===== src/rtl/hazard_stall_controller.sv =====
// Hazard/stall controller for the 5-stage MIPS pipeline: stalls, flushes, forwarding and MDU sequencing.
// Optional performance counters (stall_cycles, flush_cycles) are enabled by defining HAZARD_PERF_CNT_EN.
module hazard_stall_controller #(
    parameter int WIDTH_5  = 5,
    parameter int MULT_LAT = 4,
    parameter int DIV_LAT  = 32,
    parameter int CNT_W    = 6
) (
    input  logic               clk,
    input  logic               rst_n,
    input  logic [WIDTH_5-1:0] Rs_D,
    input  logic [WIDTH_5-1:0] Rt_D,
    input  logic [WIDTH_5-1:0] Rs_E,
    input  logic [WIDTH_5-1:0] Rt_E,
    input  logic [WIDTH_5-1:0] WriteReg_E,
    input  logic [WIDTH_5-1:0] WriteReg_M,
    input  logic [WIDTH_5-1:0] WriteReg_W,
    input  logic               RegWrite_E,
    input  logic               RegWrite_M,
    input  logic               RegWrite_W,
    input  logic               MemtoReg_E,
    input  logic               MemtoReg_M,
    input  logic               Branch_D,
    input  logic               Jr_D,
    input  logic               J_D,
    input  logic               PCSrc_D,
    input  logic               mdu_start_E,
    input  logic               mdu_is_div_E,
    output logic               EN_F,
    output logic               EN_FD,
    output logic               CLR_FD,
    output logic               EN_DE,
    output logic               CLR_DE,
    output logic               bubble_EM,
    output logic [1:0]         ForwardA_E,
    output logic [1:0]         ForwardB_E,
    output logic               ForwardA_D,
    output logic               ForwardB_D,
    output logic               mdu_busy,
`ifdef HAZARD_PERF_CNT_EN
    output logic [31:0]        stall_cycles,
    output logic [31:0]        flush_cycles,
`endif
    output logic               mdu_done
);

    typedef enum logic [1:0] {RUN, MDU_WAIT, MDU_RELEASE} state_t;

    state_t             state_q, state_d;
    logic [CNT_W-1:0]   cnt_q, cnt_d;
    logic               lwstall, branchstall, stall_d;

    function automatic logic [1:0] fwd_e(input logic [WIDTH_5-1:0] src,
                                         input logic [WIDTH_5-1:0] wr_m, input logic we_m,
                                         input logic [WIDTH_5-1:0] wr_w, input logic we_w);
        if (src != '0 && we_m && src == wr_m)      return 2'b10;
        else if (src != '0 && we_w && src == wr_w) return 2'b01;
        else                                       return 2'b00;
    endfunction

    // A branch source is not yet available if Execute will write it, or Memory holds a load to it.
    function automatic logic src_busy(input logic [WIDTH_5-1:0] src);
        return (src != '0) && ((RegWrite_E && WriteReg_E == src) || (MemtoReg_M && WriteReg_M == src));
    endfunction

    always_comb begin
        lwstall     = MemtoReg_E && RegWrite_E && (WriteReg_E != '0) &&
                      (WriteReg_E == Rs_D || WriteReg_E == Rt_D);
        branchstall = (Branch_D && (src_busy(Rs_D) || src_busy(Rt_D))) || (Jr_D && src_busy(Rs_D));
        stall_d     = lwstall || branchstall;
    end

    always_ff @(posedge clk or negedge rst_n) begin
        if (!rst_n) begin
            state_q <= RUN;
            cnt_q   <= '0;
        end else begin
            state_q <= state_d;
            cnt_q   <= cnt_d;
        end
    end

    always_comb begin
        state_d   = RUN;
        cnt_d     = cnt_q;
        EN_F      = 1'b1;
        EN_FD     = 1'b1;
        EN_DE     = 1'b1;
        CLR_FD    = 1'b0;
        CLR_DE    = 1'b0;
        bubble_EM = 1'b0;
        mdu_busy  = 1'b0;
        mdu_done  = 1'b0;
        if (state_q == MDU_WAIT) begin
            EN_F      = 1'b0;
            EN_FD     = 1'b0;
            EN_DE     = 1'b0;
            bubble_EM = 1'b1;
            mdu_busy  = 1'b1;
            if (cnt_q == '0) begin
                mdu_done = 1'b1;
                state_d  = MDU_RELEASE;
            end else begin
                cnt_d   = cnt_q - 1'b1;
                state_d = MDU_WAIT;
            end
        end else if (state_q == RUN && mdu_start_E) begin
            // The start cycle counts toward the hold, and the final WAIT cycle is counter==0.
            EN_F      = 1'b0;
            EN_FD     = 1'b0;
            EN_DE     = 1'b0;
            bubble_EM = 1'b1;
            mdu_busy  = 1'b1;
            cnt_d     = mdu_is_div_E ? CNT_W'(DIV_LAT - 2) : CNT_W'(MULT_LAT - 2);
            state_d   = MDU_WAIT;
        end else if (stall_d) begin
            EN_F   = 1'b0;
            EN_FD  = 1'b0;
            EN_DE  = 1'b0;
            CLR_DE = 1'b1;
        end else if (PCSrc_D || J_D || Jr_D) begin
            EN_FD  = 1'b0;
            CLR_FD = 1'b1;
        end
        if (!rst_n) begin
            EN_F      = 1'b0;
            EN_FD     = 1'b0;
            EN_DE     = 1'b0;
            CLR_FD    = 1'b1;
            CLR_DE    = 1'b1;
            bubble_EM = 1'b0;
            mdu_busy  = 1'b0;
            mdu_done  = 1'b0;
        end
    end

    always_comb begin
        ForwardA_E = 2'b00;
        ForwardB_E = 2'b00;
        ForwardA_D = 1'b0;
        ForwardB_D = 1'b0;
        if (rst_n) begin
            ForwardA_E = fwd_e(Rs_E, WriteReg_M, RegWrite_M, WriteReg_W, RegWrite_W);
            ForwardB_E = fwd_e(Rt_E, WriteReg_M, RegWrite_M, WriteReg_W, RegWrite_W);
            ForwardA_D = (Rs_D != '0) && RegWrite_M && (WriteReg_M == Rs_D);
            ForwardB_D = (Rt_D != '0) && RegWrite_M && (WriteReg_M == Rt_D);
        end
    end

`ifdef HAZARD_PERF_CNT_EN
    logic [31:0] stall_cycles_q, stall_cycles_d, flush_cycles_q, flush_cycles_d;

    always_comb begin
        stall_cycles_d = stall_cycles_q + {31'd0, ~EN_F};
        flush_cycles_d = flush_cycles_q + {31'd0, CLR_FD};
    end

    always_ff @(posedge clk or negedge rst_n) begin
        if (!rst_n) begin
            stall_cycles_q <= '0;
            flush_cycles_q <= '0;
        end else begin
            stall_cycles_q <= stall_cycles_d;
            flush_cycles_q <= flush_cycles_d;
        end
    end

    assign stall_cycles = stall_cycles_q;
    assign flush_cycles = flush_cycles_q;
`endif

endmodule


===== config.mk =====
export PLATFORM = sky130hd
export DESIGN_NAME = hazard_stall_controller
export DESIGN_NICKNAME = d
export VERILOG_FILES = /design/src/rtl/hazard_stall_controller.sv
export SDC_FILE = /design/constraint.sdc
export NUM_CORES = 1
export LEC_CHECK = 0
export ABC_AREA = 1
export CELL_PAD_IN_SITES_DETAIL_PLACEMENT = 2
export CELL_PAD_IN_SITES_GLOBAL_PLACEMENT = 2
export CORE_MARGIN = 3
export CORE_UTILIZATION = 19
export DETAILED_ROUTE_END_ITERATION = 8
export PLACE_DENSITY = 0.93
export SYNTH_ARGS = -nofsm -noshare
export SYNTH_HDL_FRONTEND = slang
export SYNTH_SLANG_ARGS = --single-unit
export TNS_END_PERCENT = 1

===== constraint.sdc =====
create_clock -name clk -period 2.03 [get_ports clk]
set_input_delay 0.3045 -clock clk [delete_from_list [all_inputs] [get_ports clk]]
set_output_delay 0.3045 -clock clk [all_outputs]
set_load 0.02 [all_outputs]

==> results of run 1 <==
==> power by group through the flow <==
stage | combinational (mW) | sequential (mW) | clock (mW)
final | 0.860 | 0.275 | 0.198
after global routing | 0.962 | 0.285 | 0.220
after CTS | 0.850 | 0.273 | 0.202
after detailed placement | 0.885 | 0.275 | 0
after global placement | 0.826 | 0.268 | 0
after floorplan | 0.471 | 0.263 | 0
==> logic make-up (layout without fill, tap and decap cells) <==
| group | Yosys count | after routing | share of synthesized area |
|---|---|---|---|
| flip-flops | 8 | 8 | 0.1624 |
| AND/OR/NAND/NOR | 124 | 124 | 0.4508 |
| buffers and inverters | 41 | 135 | 0.1310 |
| AO/OA/AOI/OAI | 29 | 29 | 0.1391 |
| XOR/XNOR | 15 | 15 | 0.1066 |
| adder cells (fa/ha/maj) | 1 | 1 | 0.01015 |
==> layout make-up <==
type,count,area (um2),area share
timing repair buffer,93,739.5,0.3383
tap,75,93.84,0.04293
sequential,8,200.2,0.09159
inverter,39,146.4,0.06697
multi-input combinational,169,964.7,0.4413
clock buffer,3,41.29,0.01889
==> critical path: cells and delay by family <==
kind / cells / cell delay [ps]
simple gates: 1 / 360
buf+inv: 3 / 970
==> routing by layer <==
layer	vias to the layer above	global-route usage
li1	888	-
met1	843	0.1778
met2	46	0.3025
met3	9	0.01806
met4	0	0.04249
met5	-	0
==> worst min-delay path by stage <==
| stage | endpoint | slack, ps | depth (start not counted) |
|---|---|---|---|
| detailed placement | cnt_q[4] | 490 | 1 |
| floorplan | cnt_q[0] | 9 | 0 |
| finish | cnt_q[5] | 470 | 2 |
| global placement | cnt_q[4] | 460 | 1 |
| CTS | cnt_q[1] | 480 | 2 |
| global route | cnt_q[5] | 490 | 2 |
==> stage by stage <==
step | hold slack (ps) | power [mW] | util | worst slack, ps
2_1_floorplan | 8.909 | 0.7339 | - | 367.0
3_3_place_gp | 460.7 | 1.094 | 0.3510 | -664.5
3_5_place_dp | 493.9 | 1.160 | 0.3510 | -741.9
4_1_cts | 481.0 | 1.326 | 0.3495 | -18.12
5_1_grt | 488.8 | 1.468 | 0.3586 | -56.46
6_report | 473.4 | 1.332 | 0.3586 | 87.69
==> synth_stat cells, types with 2 or more instances <==
cell type / instances / area share
sky130_fd_sc_hd__nand3_1: 11 / 0.045
sky130_fd_sc_hd__nand3_2: 2 / 0.016
sky130_fd_sc_hd__inv_1: 32 / 0.097
sky130_fd_sc_hd__dfrtp_1: 8 / 0.16
sky130_fd_sc_hd__o21ai_1: 5 / 0.020
sky130_fd_sc_hd__nand4_1: 6 / 0.030
sky130_fd_sc_hd__nor4_1: 4 / 0.020
sky130_fd_sc_hd__a21oi_1: 3 / 0.012
sky130_fd_sc_hd__a211oi_1: 2 / 0.012
sky130_fd_sc_hd__buf_4: 2 / 0.012
sky130_fd_sc_hd__xnor2_1: 5 / 0.036
sky130_fd_sc_hd__xor2_1: 10 / 0.071
sky130_fd_sc_hd__nor2_1: 32 / 0.097
sky130_fd_sc_hd__and3_1: 2 / 0.010
sky130_fd_sc_hd__nand2_1: 52 / 0.16
sky130_fd_sc_hd__o21ai_0: 9 / 0.037
sky130_fd_sc_hd__inv_2: 7 / 0.021
sky130_fd_sc_hd__nand2_2: 5 / 0.025
sky130_fd_sc_hd__nor3_1: 7 / 0.028
sky130_fd_sc_hd__o22ai_1: 4 / 0.020
==> layout by cell type, fill, tap and decap left out, types with 4 or more instances in the layout <==
cell type                         synthesis  layout
sky130_fd_sc_hd__buf_2                    0       6
sky130_fd_sc_hd__buf_4                    2      36
sky130_fd_sc_hd__clkbuf_2                 0      18
sky130_fd_sc_hd__clkdlybuf4s50_1          0      18
sky130_fd_sc_hd__dfrtp_1                  8       8
sky130_fd_sc_hd__dlymetal6s2s_1           0       8
sky130_fd_sc_hd__inv_1                   32      22
sky130_fd_sc_hd__inv_2                    7      17
sky130_fd_sc_hd__nand2_1                 52      49
sky130_fd_sc_hd__nand2_2                  5       7
sky130_fd_sc_hd__nand3_1                 11       9
sky130_fd_sc_hd__nand3_2                  2       4
sky130_fd_sc_hd__nand4_1                  6       6
sky130_fd_sc_hd__nor2_1                  32      25
sky130_fd_sc_hd__nor2_2                   1       7
sky130_fd_sc_hd__nor3_1                   7       4
sky130_fd_sc_hd__o21ai_0                  9       6
sky130_fd_sc_hd__o21ai_1                  5       7
sky130_fd_sc_hd__xnor2_1                  5       5
sky130_fd_sc_hd__xor2_1                  10      10
==> what timing repair did <==
item / in CTS / in global routing
setup buffers: 0 / 3
pin swaps: 5 / 22
setup endpoints to repair: 14 / 13
resized for setup: 82 / 78
==> sequential cells by signal, indices dropped and copies added, names as in the netlist <==
signal and count:
cnt_q 6, state_q 2
==> results.md, run 1 <==
* Final hold viol count at 0
* Element type at the critical path start: input pin
* Number of global-route vias before repair at 2013
* Iteration count of the initial detailed-routing pass at 3
* Full die area at 0.007489 mm2
* Overall routing resource usage at 0.1562
* Wire length on met1 at 2.414 mm
* Library cells used by synthesis at 30
* Worst flop-to-flop path startpoint: cnt_q[1]
* Reg2Reg Depth at 11
* Worst hold-check path type: in -> async
* Number of H-tree levels at 1
* Type of the worst setup path: in -> out
* RD Place Congestion at 0.8115
* Total standard cell area after synthesis at between 0.001 and 0.0015 mm2
* Crit path launch: rst_n
* Number of antenna repair diodes at 0
* Total I/O pin count at 62
* Peak VDD IR at 437.0 uV
* Count of vias placed by the detailed router at 1786
* Fraction of registers with async set/reset at 1.000
* Post-Synthesis Net Count at 267
* Number of standard cells in the final layout excluding fillers at between 300 and 400
* Unrepaired setup endpoints after global routing: yes
* CTS max path bufs at 2
* Finish-stage setup viols at 0
* Number of cells after detailed placement at approximately 380
* Post-synthesis area per instance at 5.653 um2
* Effective utilization at floorplan at 0.2022
* Clock period minus final worst setup slack at 1942 ps
* Fmax at 0.5149 GHz
* Die height at 86.54 um
* Buffers on Ports at 61
* Clock transition at the registers of the reported paths at ~40 ps
* Uppermost layer routed: met4
* Static leakage at around 1.2 nW
* Final Cycle Share at 0.9568
* Worst slew margin relative to its limit at 0.7866
* Placeable core region at 0.006096 mm2
* DPL Wire Length at roughly 5.0 mm
* Clk_skew at 0.4371 ps
* Count of flip-flops with a built-in enable after synthesis at 0
* Number of flip-flops and latches in the synthesized netlist at 8
* Largest net degree at the start of global routing at 12
* Final routed wirelength across all metal layers at 5.909 mm
* Latest clock arrival within the worst-skew pair at 230 ps
* Worst reg2reg endpoint: cnt_q[4]
* Sw Pwr at between 0.6 and 0.7 mW
* Power share of the clock group at 0.148
* Layout cell share with drive strength beyond 1 at 0.3558
* Number of nets still failing antenna checks after routing at 0
* Number of antenna violations at the first check in global routing at 0
* Register-to-register setup slack at 220 ps
* Number of standard cells after synthesis at 218
* Share of power burned in combinational logic at 0.645
* CTS buffer count at 3
* Area Overhead vs Synth at 77.36%
* Remaining global-route overflow at 0
* CTS tree: built
* Clock root buffer: sky130_fd_sc_hd__clkbuf_8
* Final-stage net count at ~360
* Result of the run: completed
* Fill cell instance count of the final layout at 751
* Largest stage delay, worst path at 520 ps
* Setup TNS at 0 ps
* Met2 wirelength from detailed routing at 3.150 mm
* Post-synthesis sequential area ratio at 0.1624
* Number of maximum-capacitance violations at 0
* Post-CTS Hold Fix Bufs at 0
* Final routed DRC violation total at 0
* Power share of the sequential group at 0.206
* Number of max-slew violations in the final report at 0
* Critical Path Slowest Stage Cell: sky130_fd_sc_hd__clkdlybuf4s50_1
* Worst path required time at ~1700 ps
* Arrival @ worst endpoint at 1640 ps
* Detail Route met3 WL at 269 um
* Wire length of the first global-routing pass at 9.432 mm
* End point of the critical path: ForwardA_D
* Post-route cell area at around 0.0022 mm2
* DP Area at between 0.002 and 0.0025 mm2
* Slew of the pin with the lowest slew margin at 317.5 ps
* Die width at just under 90 um
* Sw Ratio at 0.4587
* Critical path fanouts, max at 4
* Power Density at 609.3 mW/mm2
* Count of standard-cell rows at 28
* Number of DRC markers after the initial detailed-route iteration at 19
* DR vias/cell at 4.615
* Worst-path cell chain: clkdlybuf4s50_1 > inv_1 > nor4_2 > clkdlybuf4s15_2
* Critical path capture point type: output port
* Clock sink total at 8
* Post-DR wirelength/cell at about 15 um
* Top_reg_cell synth: sky130_fd_sc_hd__dfrtp_1
* Yosys warns at 0
* Internal power at between 0.7 and 0.8 mW
Note: power is estimated with default switching activity, not from simulation.
==> run 2, diff against run 1 <==
--- a/config.mk
+++ b/config.mk
@@ -12,6 +12,7 @@
 export CORE_UTILIZATION = 19
 export DETAILED_ROUTE_END_ITERATION = 8
 export PLACE_DENSITY = 0.93
+export SKIP_LAST_GASP = 1
 export SYNTH_ARGS = -nofsm -noshare
 export SYNTH_HDL_FRONTEND = slang
 export SYNTH_SLANG_ARGS = --single-unit
==> run 2 against run 1 <==
The run now ends with setup timing left. Register-to-register slack got worse by 20 ps. Combinational power fell by 1%. Sequential share of layout area barely moved. Die area did not move. Power fell by 0.80%. Cell count fell by 0.52%. Critical path depth rose by 4. Clock power barely moved. Fmax fell by 13%. Global-route usage fell by 0.22 points. Critical path type unchanged. Critical endpoint is now ForwardA_E[1].
==> results.md, run 2 (synthesis results as in run 1) <==
* Final hold viol count at 0
* Critical path fanouts, max at 3
* Largest reg by FF count: cnt_q
* Wire length of the first global-routing pass at 9.315 mm
* Final routed DRC violation total at 0
* Number of flip-flops under the largest register name at 6
* Result of the run: complete, but fails checks
* Effective utilization at floorplan at 0.2022
* Remaining global-route overflow at 0
* Power share of the sequential group at 0.207
* Peak VDD IR at 435.3 uV
* Number of nets still failing antenna checks after routing at 0
* DR vias/cell at 4.579
* Overall routing resource usage at 0.1540
* Largest stage delay, worst path at ~540 ps
* Count of vias placed by the detailed router at 1763
* Count of standard-cell rows at 28
* Number of cells after detailed placement at ~380
* Number of H-tree levels at 1
* Worst-path cell chain: clkdlybuf4s50_1 > nor2_1 > nand2_1 > nor3_2 > a211oi_1 > nand4_1 > nor2_1 > dlygate4sd2_1
* Top Family by Delay on Critical Path: buffers and inverters
* DPL Wire Length at 5.008 mm
* Full die area at 0.007489 mm2
* Arrival @ worst endpoint at 1920 ps
* Min setup slack post-route at -197.9 ps
* Unrepaired setup endpoints after global routing: yes
* Wire length on met1 at 2.428 mm
* Violations in the final reports: setup timing
* Sw Ratio at 0.4465
* Clock root buffer: sky130_fd_sc_hd__clkbuf_8
* Iteration count of the initial detailed-routing pass at 4
* Layout cell share with drive strength beyond 1 at 0.1968
* Number of maximum-capacitance violations at 0
* Latest clock arrival within the worst-skew pair at ~230 ps
* Power share of the clock group at 0.150
* Element type at the critical path start: input pin
* Worst path most repeated cell: sky130_fd_sc_hd__nor2_1
* Number of standard cells in the final layout excluding fillers at 385
* Type of the worst setup path: in -> out
* Slew of the pin with the lowest slew margin at 306.5 ps
* Uppermost layer routed: met4
* Fmax at 0.4489 GHz
* Worst hold-check path type: in -> async
* Detail Route met3 WL at 260 um
* Most common cell after layout, fill and taps aside: sky130_fd_sc_hd__nand2_1
* Clock transition at the registers of the reported paths at 40 ps
* Share of power burned in combinational logic at 0.643
* Number of antenna repair diodes at 0
* Power Density at 605.9 mW/mm2
* Largest net degree at the start of global routing at 12
* CTS buffer count at 3
* Leading cell types in the layout, fill and taps excluded: sky130_fd_sc_hd__nand2_1, sky130_fd_sc_hd__buf_4, sky130_fd_sc_hd__nor2_1
* Post-DR wirelength/cell at 14.81 um
* Critical path capture point type: output port
* Number of DRC markers after the initial detailed-route iteration at 24
* Number of global-route vias before repair at 1985
* Final routed wirelength across all metal layers at 5.703 mm
* Number of max-slew violations in the final report at 0
* Worst path required time at 1730 ps
* Clock sink total at 8
* Placeable core region at 0.006096 mm2
* Finish-stage setup viols at 11
* CTS max path bufs at 2
* Final Cycle Share at 1.097
* Buffers on Ports at 61
* Largest registers: cnt_q (6), state_q (2)
* Sw Pwr at 0.5899 mW
* Final-stage net count at 361
* CTS tree: built
* Die height at between 80 and 90 um
* Area Overhead vs Synth at 76.95%
* Die width at 86.54 um
* RD Place Congestion at 0.8115
* Clock period minus final worst setup slack at 2228 ps
* Number of antenna violations at the first check in global routing at 0
* Worst slew margin relative to its limit at 0.7940
* Critical Path Slowest Stage Cell: sky130_fd_sc_hd__clkdlybuf4s50_1
* Met2 wirelength from detailed routing at between 2 and 3 mm
* Total I/O pin count at 62
* Static leakage at 1.214 nW
* Clk_skew at 2.384 ps
* Buffers plus inverters on the worst setup path at 2
* Overall power of the completed layout at 1.321 mW
* Worst setup slack before clock tree synthesis at -741.9 ps
* Internal power at 0.7313 mW
[run 2: changes by cell type in the layout (fill, tap and decap cells not counted), sizes merged]
cell	change
clkdlybuf4s15	-3
clkdlybuf4s50	+11
buf	-8
dlygate4sd2	+16
clkbuf	-18
[run 2: power groups by stage]
stage	registers, mW	clock network [mW]	logic (mW)
4_1_cts	0.273	0.202	0.857
3_3_place_gp	0.268	0	0.826
6_report	0.273	0.198	0.850
2_1_floorplan	0.263	0	0.471
5_1_grt	0.283	0.220	0.947
3_5_place_dp	0.275	0	0.885
[run 2: layer usage]
metal	up-vias	global-route usage
li1	883	-
met2	46	0.2942
met5	-	0
met3	9	0.01806
met4	0	0.04249
met1	825	0.1783
[run 2: timing repair]
action,4_1_cts,5_1_grt
endpoints found under the setup margin,14,14
setup buffers,0,1
pin swaps,3,2
gates resized for setup,44,14
hold buffers,0,0
[run 2: final timing paths]
kind	slack, ps	start	depth (start not counted)	to
min	470	rst_n	2	cnt_q[5]
max in group asynchronous	1410	rst_n	2	cnt_q[2]
max	-200	Rs_E[0]	8	ForwardA_E[1]
min in group clk	490	cnt_q[4]	1	cnt_q[4]
min reg2reg	490	cnt_q[4]	1	cnt_q[4]
max reg2reg	200	cnt_q[1]	11	cnt_q[4]
[run 2: layout make-up]
type / instances / area, um2
Multi-Input combinational cell: 169 / 887.1
Fill cell: 764 / 3915
Sequential cell: 8 / 200.2
Timing Repair Buffer: 91 / 812.0
Tap cell: 75 / 93.84
Clock buffer: 3 / 41.29
Inverter: 39 / 146.4
[run 2: through the flow]
stage | hold WS [ps] | setup TNS (ps) | cell area [um2] | util
5_1_grt | 492.4 | -3324 | 2181 | 0.3578
6_report | 472.2 | -1407 | 2181 | 0.3578
3_3_place_gp | 460.7 | -6794 | 2140 | 0.3510
2_1_floorplan | 8.909 | 0 | 1232 | -
4_1_cts | 481.0 | -2364 | 2143 | 0.3516
3_5_place_dp | 493.9 | -7560 | 2140 | 0.3510
==> edit 1, RTL diff (settings of run 2) <==
Set the parameter `CNT_W` to 3 (it was 6).
--- a/src/rtl/hazard_stall_controller.sv
+++ b/src/rtl/hazard_stall_controller.sv
@@ -6,3 +6,3 @@
     parameter int DIV_LAT  = 32,
-    parameter int CNT_W    = 6
+    parameter int CNT_W    = 3
 ) (
Behaviour: not the same (Yosys sat finds a counterexample within 10 cycles, from zero or initial values and one cycle with rst_n low).
==> edit 1 against run 2 <==
The run still ends with setup timing left. Combinational power is 6.0% lower. Sequential cell count is 3 lower. First-iteration DRC count is 79% higher. Total power is 10% lower. Routed wire length is 19% higher. Critical endpoint is now mdu_busy. Critical path type is now reg2out. Synthesized area is 13% lower. Count of clock-buffer cells in the layout is 1 higher. Cell area is 1.8% lower. Setup slack better by 0.055 ns. Sequential power is 30% lower. Largest power group unchanged.
==> edit 1: results (changes against run 2) <==
stage,metric,value,unit,change
run_status,status,finished with violations,,
run_status,violated checks,setup timing,,
yosys,Synth Warn #,0,,unchanged
place,I/O Buffers,61,,unchanged
setup_path,Crit-path slowest cell,clkdlybuf4s50_1,,
clock_network,"Clk Latency, worst-skew pair",0.23,ns,about the same
global_route,Tot GR Track Use,20.3,%,+4.9 points
place,placed inst area,2050,um2,-4.3%
drt,routed vias/inst,4.72,,+3.0%
yosys,Synth top cells by count,"nand2_1 (55), inv_1 (40), nor2_1 (35)",,
yosys,synth unique cells,25,,-17%
clock_network,Root Buffer,clkbuf_8,,
setup_path,crit path max fanout,4,,+1
pwr,worst vdd ir,276,uV,-36%
layout,fin nets,360,,-0.28%
yosys,Synth Instances,207,,-5.0%
layout,biggest registers after layout,"cnt_q x3, state_q x2",,
setup_path,cell family with most CP delay,buffers and inverters,,
clock_network,H-tree Lvls,1,,unchanged
layout,ratio of cells with drive above 1 in the final layout,25.2,%,+5.6 points
pwr,leakage dissipation,0.00124,uW,+2.3%
setup_path,slowest cell delay on critical path,0.63,ns,+0.09 ns
global_route,vias in the first global route,2030,,+2.3%
clock_network,clock-pin slew on the worst setup and hold paths,0.04,ns,about the same
hold_path,Tightest Hold Check Type,in2async,,
layout,Final Non-Filler Cells,379,,-1.6%
sta,final setup fails,11,,unchanged
place,placer congestion estimate,0.837,,+3.1%
clock_network,CTS Buffer Depth,2,,unchanged
drt,DRT Pass-1 Iters,3,,-1
layout,ANT cells,0,,unchanged
sta,Worst Clk Skew,0.00294,ns,+0.000552 ns
global_route,antenna violations before repair,0,,unchanged
drt,final WL,6.78,mm,+19%
yosys,Main synth FF type,dfrtp_1,,
place,Inst Count DP,374,,-1.8%
yosys,"Seq/Total Area, Yosys",11.6,%,-4.6 points
place,DP HPWL,5.13,mm,+2.4%
yosys,Mapped Nets,257,,-3.7%
sta,Worst Tran Pin Value,0.362,ns,+0.0560 ns
global_route,first-pass GRT wire length,10.3,mm,+10%
yosys,ys async rst share,100,%,unchanged
yosys,Synth area leaders,"nand2_1 (19%), inv_1 (14%), nor2_1 (12%), dfrtp_1 (12%), xnor2_1 (6.5%)",,
drt,DR iter-0 viols,43,,+79%
pwr,internal power,612,uW,-16%
global_route,maximum number of pins on one net before global-route repair,9,,-3
setup_path,R2R depth,9,,-2
setup_path,crit path DAT,1.87,ns,-0.05 ns
sta,PnR worst setup slack,-0.143,ns,+0.0553 ns
clock_network,cts bufs inserted,3,,unchanged
-- edit 1: cell count changes after synthesis, moves of 3 or more --
cell     delta
nor2_1      +3
xnor2_1     +3
inv_1       +8
nand2_2     -3
dfrtp_1     -3
inv_2       -5
nand2_1     +3
xor2_1      -6
o21ai_1     -5
-- edit 1: final timing paths --
| kind | end | slack, ns | from |
|---|---|---|---|
| max in group asynchronous | state_q[0] | 1.37 | rst_n |
| hold / removal | cnt_q[0] | 0.52 | rst_n |
| setup reg to reg | cnt_q[2] | 0.53 | cnt_q[0] |
| hold reg to reg | cnt_q[0] | 0.54 | cnt_q[0] |
| min in group clk | cnt_q[0] | 0.54 | cnt_q[0] |
| setup / recovery | mdu_busy | -0.14 | state_q[1] |
-- edit 1: what timing repair did --
item | 4_1_cts | 5_1_grt
endpoints found under the setup margin | 14 | 14
endpoints found under the hold margin | 0 | 0
setup buffers | 0 | 1
resized for setup | 50 | 40
pin swaps | 4 | 9
-- edit 1: kinds of logic (layout without fill, tap and decap cells) --
kind of cell	Yosys count	after routing	share of synthesized area, %
adder cells (fa/ha/maj)	2	2	2.32
flip-flops	5	5	11.6
AO/OA/AOI/OAI	23	23	12.9
XOR/XNOR	12	12	9.76
AND/OR/NAND/NOR	120	120	46.9
buffers and inverters	45	147	16.5
-- edit 1: worst register-to-register path: cells and delay by family (launching register included) --
kind,cells,cell delay (ns)
simple gates,5,0.55
flops,1,0.38
buf+inv,3,0.30
fa+ha+maj,1,0.20
-- edit 1: final cells by class --
cell class / instances / area (um2)
multi-input cells: 157 / 833
repair buffers: 101 / 893
inverters: 42 / 158
fillers: 645 / 3160
clock buffers: 4 / 45.0
flip-flops and latches: 5 / 125
well taps: 70 / 87.6
-- edit 1: power groups by stage --
stage               clock [uW]  combinational, uW  sequential, uW
floorplan                    0                385             172
global placement             0                706             178
detailed placement           0                771             184
CTS                        202                798             189
global route               207                881             196
finish                     200                799             190
-- edit 1: stage by stage --
step	TNS, ns	setup WS (ns)	util (%)
after floorplan	0	0.272	-
after global placement	-7.12	-0.723	38.6
after detailed placement	-8.17	-0.848	38.6
after CTS	-3.19	-0.278	39.4
after global routing	-2.58	-0.268	40.4
final	-1.19	-0.143	40.4
-- edit 1: per-layer routing --
layer  vias up  share of wire (%)  GRT usage (%)  wire length, um
met5         -                  0              0                0
met4         0                2.0           4.56              133
met3        11                3.0           1.33              206
met2        47                 56           42.3             3790
met1       868                 39           21.6             2650
li1        861                  -              -                -
==> edit 2, RTL diff (settings of run 2) <==
Without the edit above. Re-encode `state_t` (3 states) as one-hot, 3 bits wide.
--- a/src/rtl/hazard_stall_controller.sv
+++ b/src/rtl/hazard_stall_controller.sv
@@ -46,3 +46,3 @@
 
-    typedef enum logic [1:0] {RUN, MDU_WAIT, MDU_RELEASE} state_t;
+    typedef enum logic [2:0] {RUN = 3'b001, MDU_WAIT = 3'b010, MDU_RELEASE = 3'b100} state_t;
 
Formal check against the unedited RTL: same outputs for any inputs over 10 cycles, from zero or initial values and one cycle with rst_n low; not proved beyond that.
==> edit 2 against run 2 <==
The flow still finishes with violations (setup timing). Sequential cell count is 1 higher. Cell area is 8.8% higher. Setup slack worse by 0.0098 ns. Via count is 7.9% higher. Register-to-register slack worse by 0.25 ns. Hold slack worse by 0.034 ns. Synthesized area is 5.0% higher. Final cell count is 7.3% higher. Synthesized cell count is 5.0% higher. Total power is 8.4% higher. Sequential share of layout area is 0.37 points higher. Routed wire length is 11% higher. Critical path type unchanged. Highest routed layer unchanged.
==> edit 2: results (changes against run 2) <==
stage,metric,value,unit,change
run_status,status,finished with violations,,
run_status,violated checks,setup timing,,
layout,bufs w/o clock,106,,+16%
layout,storage element area,226,um2,+13%
place,DP HPWL,5.29,mm,+5.6%
sta,Worst Tran Pin Value,0.287,ns,-0.0196 ns
drt,DRT met1 WL,2.83,mm,+16%
sta,Hold WS,0.438,ns,-0.0339 ns
setup_path,Worst Setup EP,ForwardA_E[0],,
layout,biggest registers after layout,"cnt_q x6, state_q x3",,
global_route,maximum number of pins on one net before global-route repair,11,,-1
layout,ratio of cells with drive above 1 in the final layout,21.7,%,+2.0 points
yosys,Synth top cells by count,"nand2_1 (61), inv_1 (44), nor2_1 (28)",,
drt,WL/cell,15.4,um,+3.8%
layout,multi-input logic cell count,170,,+0.59%
clock_network,clock-pin slew on the worst setup and hold paths,0.05,ns,
clock_network,Sink Count,9,,+1
place,placer congestion estimate,0.855,,+5.4%
sta,final setup fails,12,,+1
drt,Vias,1902,,+7.9%
layout,Fill cells,814,,+6.5%
drt,metal3 WL,231,um,-11%
global_route,vias in the first global route,2077,,+4.6%
yosys,"Seq/Total Area, Yosys",17.5,%,+1.3 points
place,dpl ws,-0.804,ns,-0.0618 ns
pwr,worst vdd ir,282,uV,-35%
global_route,met1 track demand over resource,20.3,%,+2.4 points
yosys,synth unique cells,31,,+3.3%
layout,area of the multi-input gates,885,um2,-0.28%
yosys,Synth Area in Adders,0.967,%,-0.048 points
floorplan,row cnt,29,,+3.6%
global_route,met3 Use GR,1.40,%,-0.41 points
setup_path,FF-to-FF setup slack,-0.05,ns,-0.25 ns
setup_path,r2r endpoint,cnt_q[5],,
layout,fin nets,386,,+6.9%
pwr,leakage dissipation,0.00131,uW,+8.3%
yosys,Synth area leaders,"nand2_1 (18%), dfrtp_1 (15%), inv_1 (13%), nor2_1 (8.1%), xor2_1 (6.1%)",,
clock_network,number of gates resized after cts,45,,+2.3%
yosys,Mapped Nets,278,,+4.1%
global_route,M2 GR Usage,30.5,%,+1.0 points
global_route,first-pass GRT wire length,10.0,mm,+7.5%
layout,invs w/o clock,47,,+21%
sta,setup TNS,-1.78,ns,-0.370 ns
sta,Worst Clk Skew,0.000622,ns,-0.00176 ns
yosys,Post-Synth XOR/XNOR Area,8.80,%,-1.9 points
sta,PnR worst setup slack,-0.208,ns,-0.00980 ns
global_route,Tot GR Track Use,16.0,%,+0.60 points
layout,clock-cell share of area,1.90,%,+0.0054 points
==> edit 2: critical path, stage by stage <==
cell and delay, ns:
clkdlybuf4s50_1 0.46, buf_4 0.16, xor2_1 0.15, a211o_1 0.27, nor3_1 0.22, dlygate4sd2_1 0.36
==> edit 2: cell families after synthesis <==
family                   Yosys count
buffers and inverters             50
adder cells (fa/ha/maj)            1
AO/OA/AOI/OAI                     32
AND/OR/NAND/NOR                  124
flip-flops                         9
XOR/XNOR                          13
==> edit 2: per-stage QoR <==
step	util [%]	cell area, um2	cells
2_1_floorplan	-	1290	229
3_3_place_gp	35.9	2320	409
6_report	36.7	2370	413
5_1_grt	36.7	2370	413
4_1_cts	36.3	2340	413
3_5_place_dp	35.9	2320	409
==> edit 2: power by group through the flow <==
stage	Combinational [uW]	Sequential [uW]	Clock, uW
after detailed placement	923	311	0
final	914	309	210
after CTS	924	311	215
after global placement	863	299	0
after global routing	1020	320	225
after floorplan	470	295	0
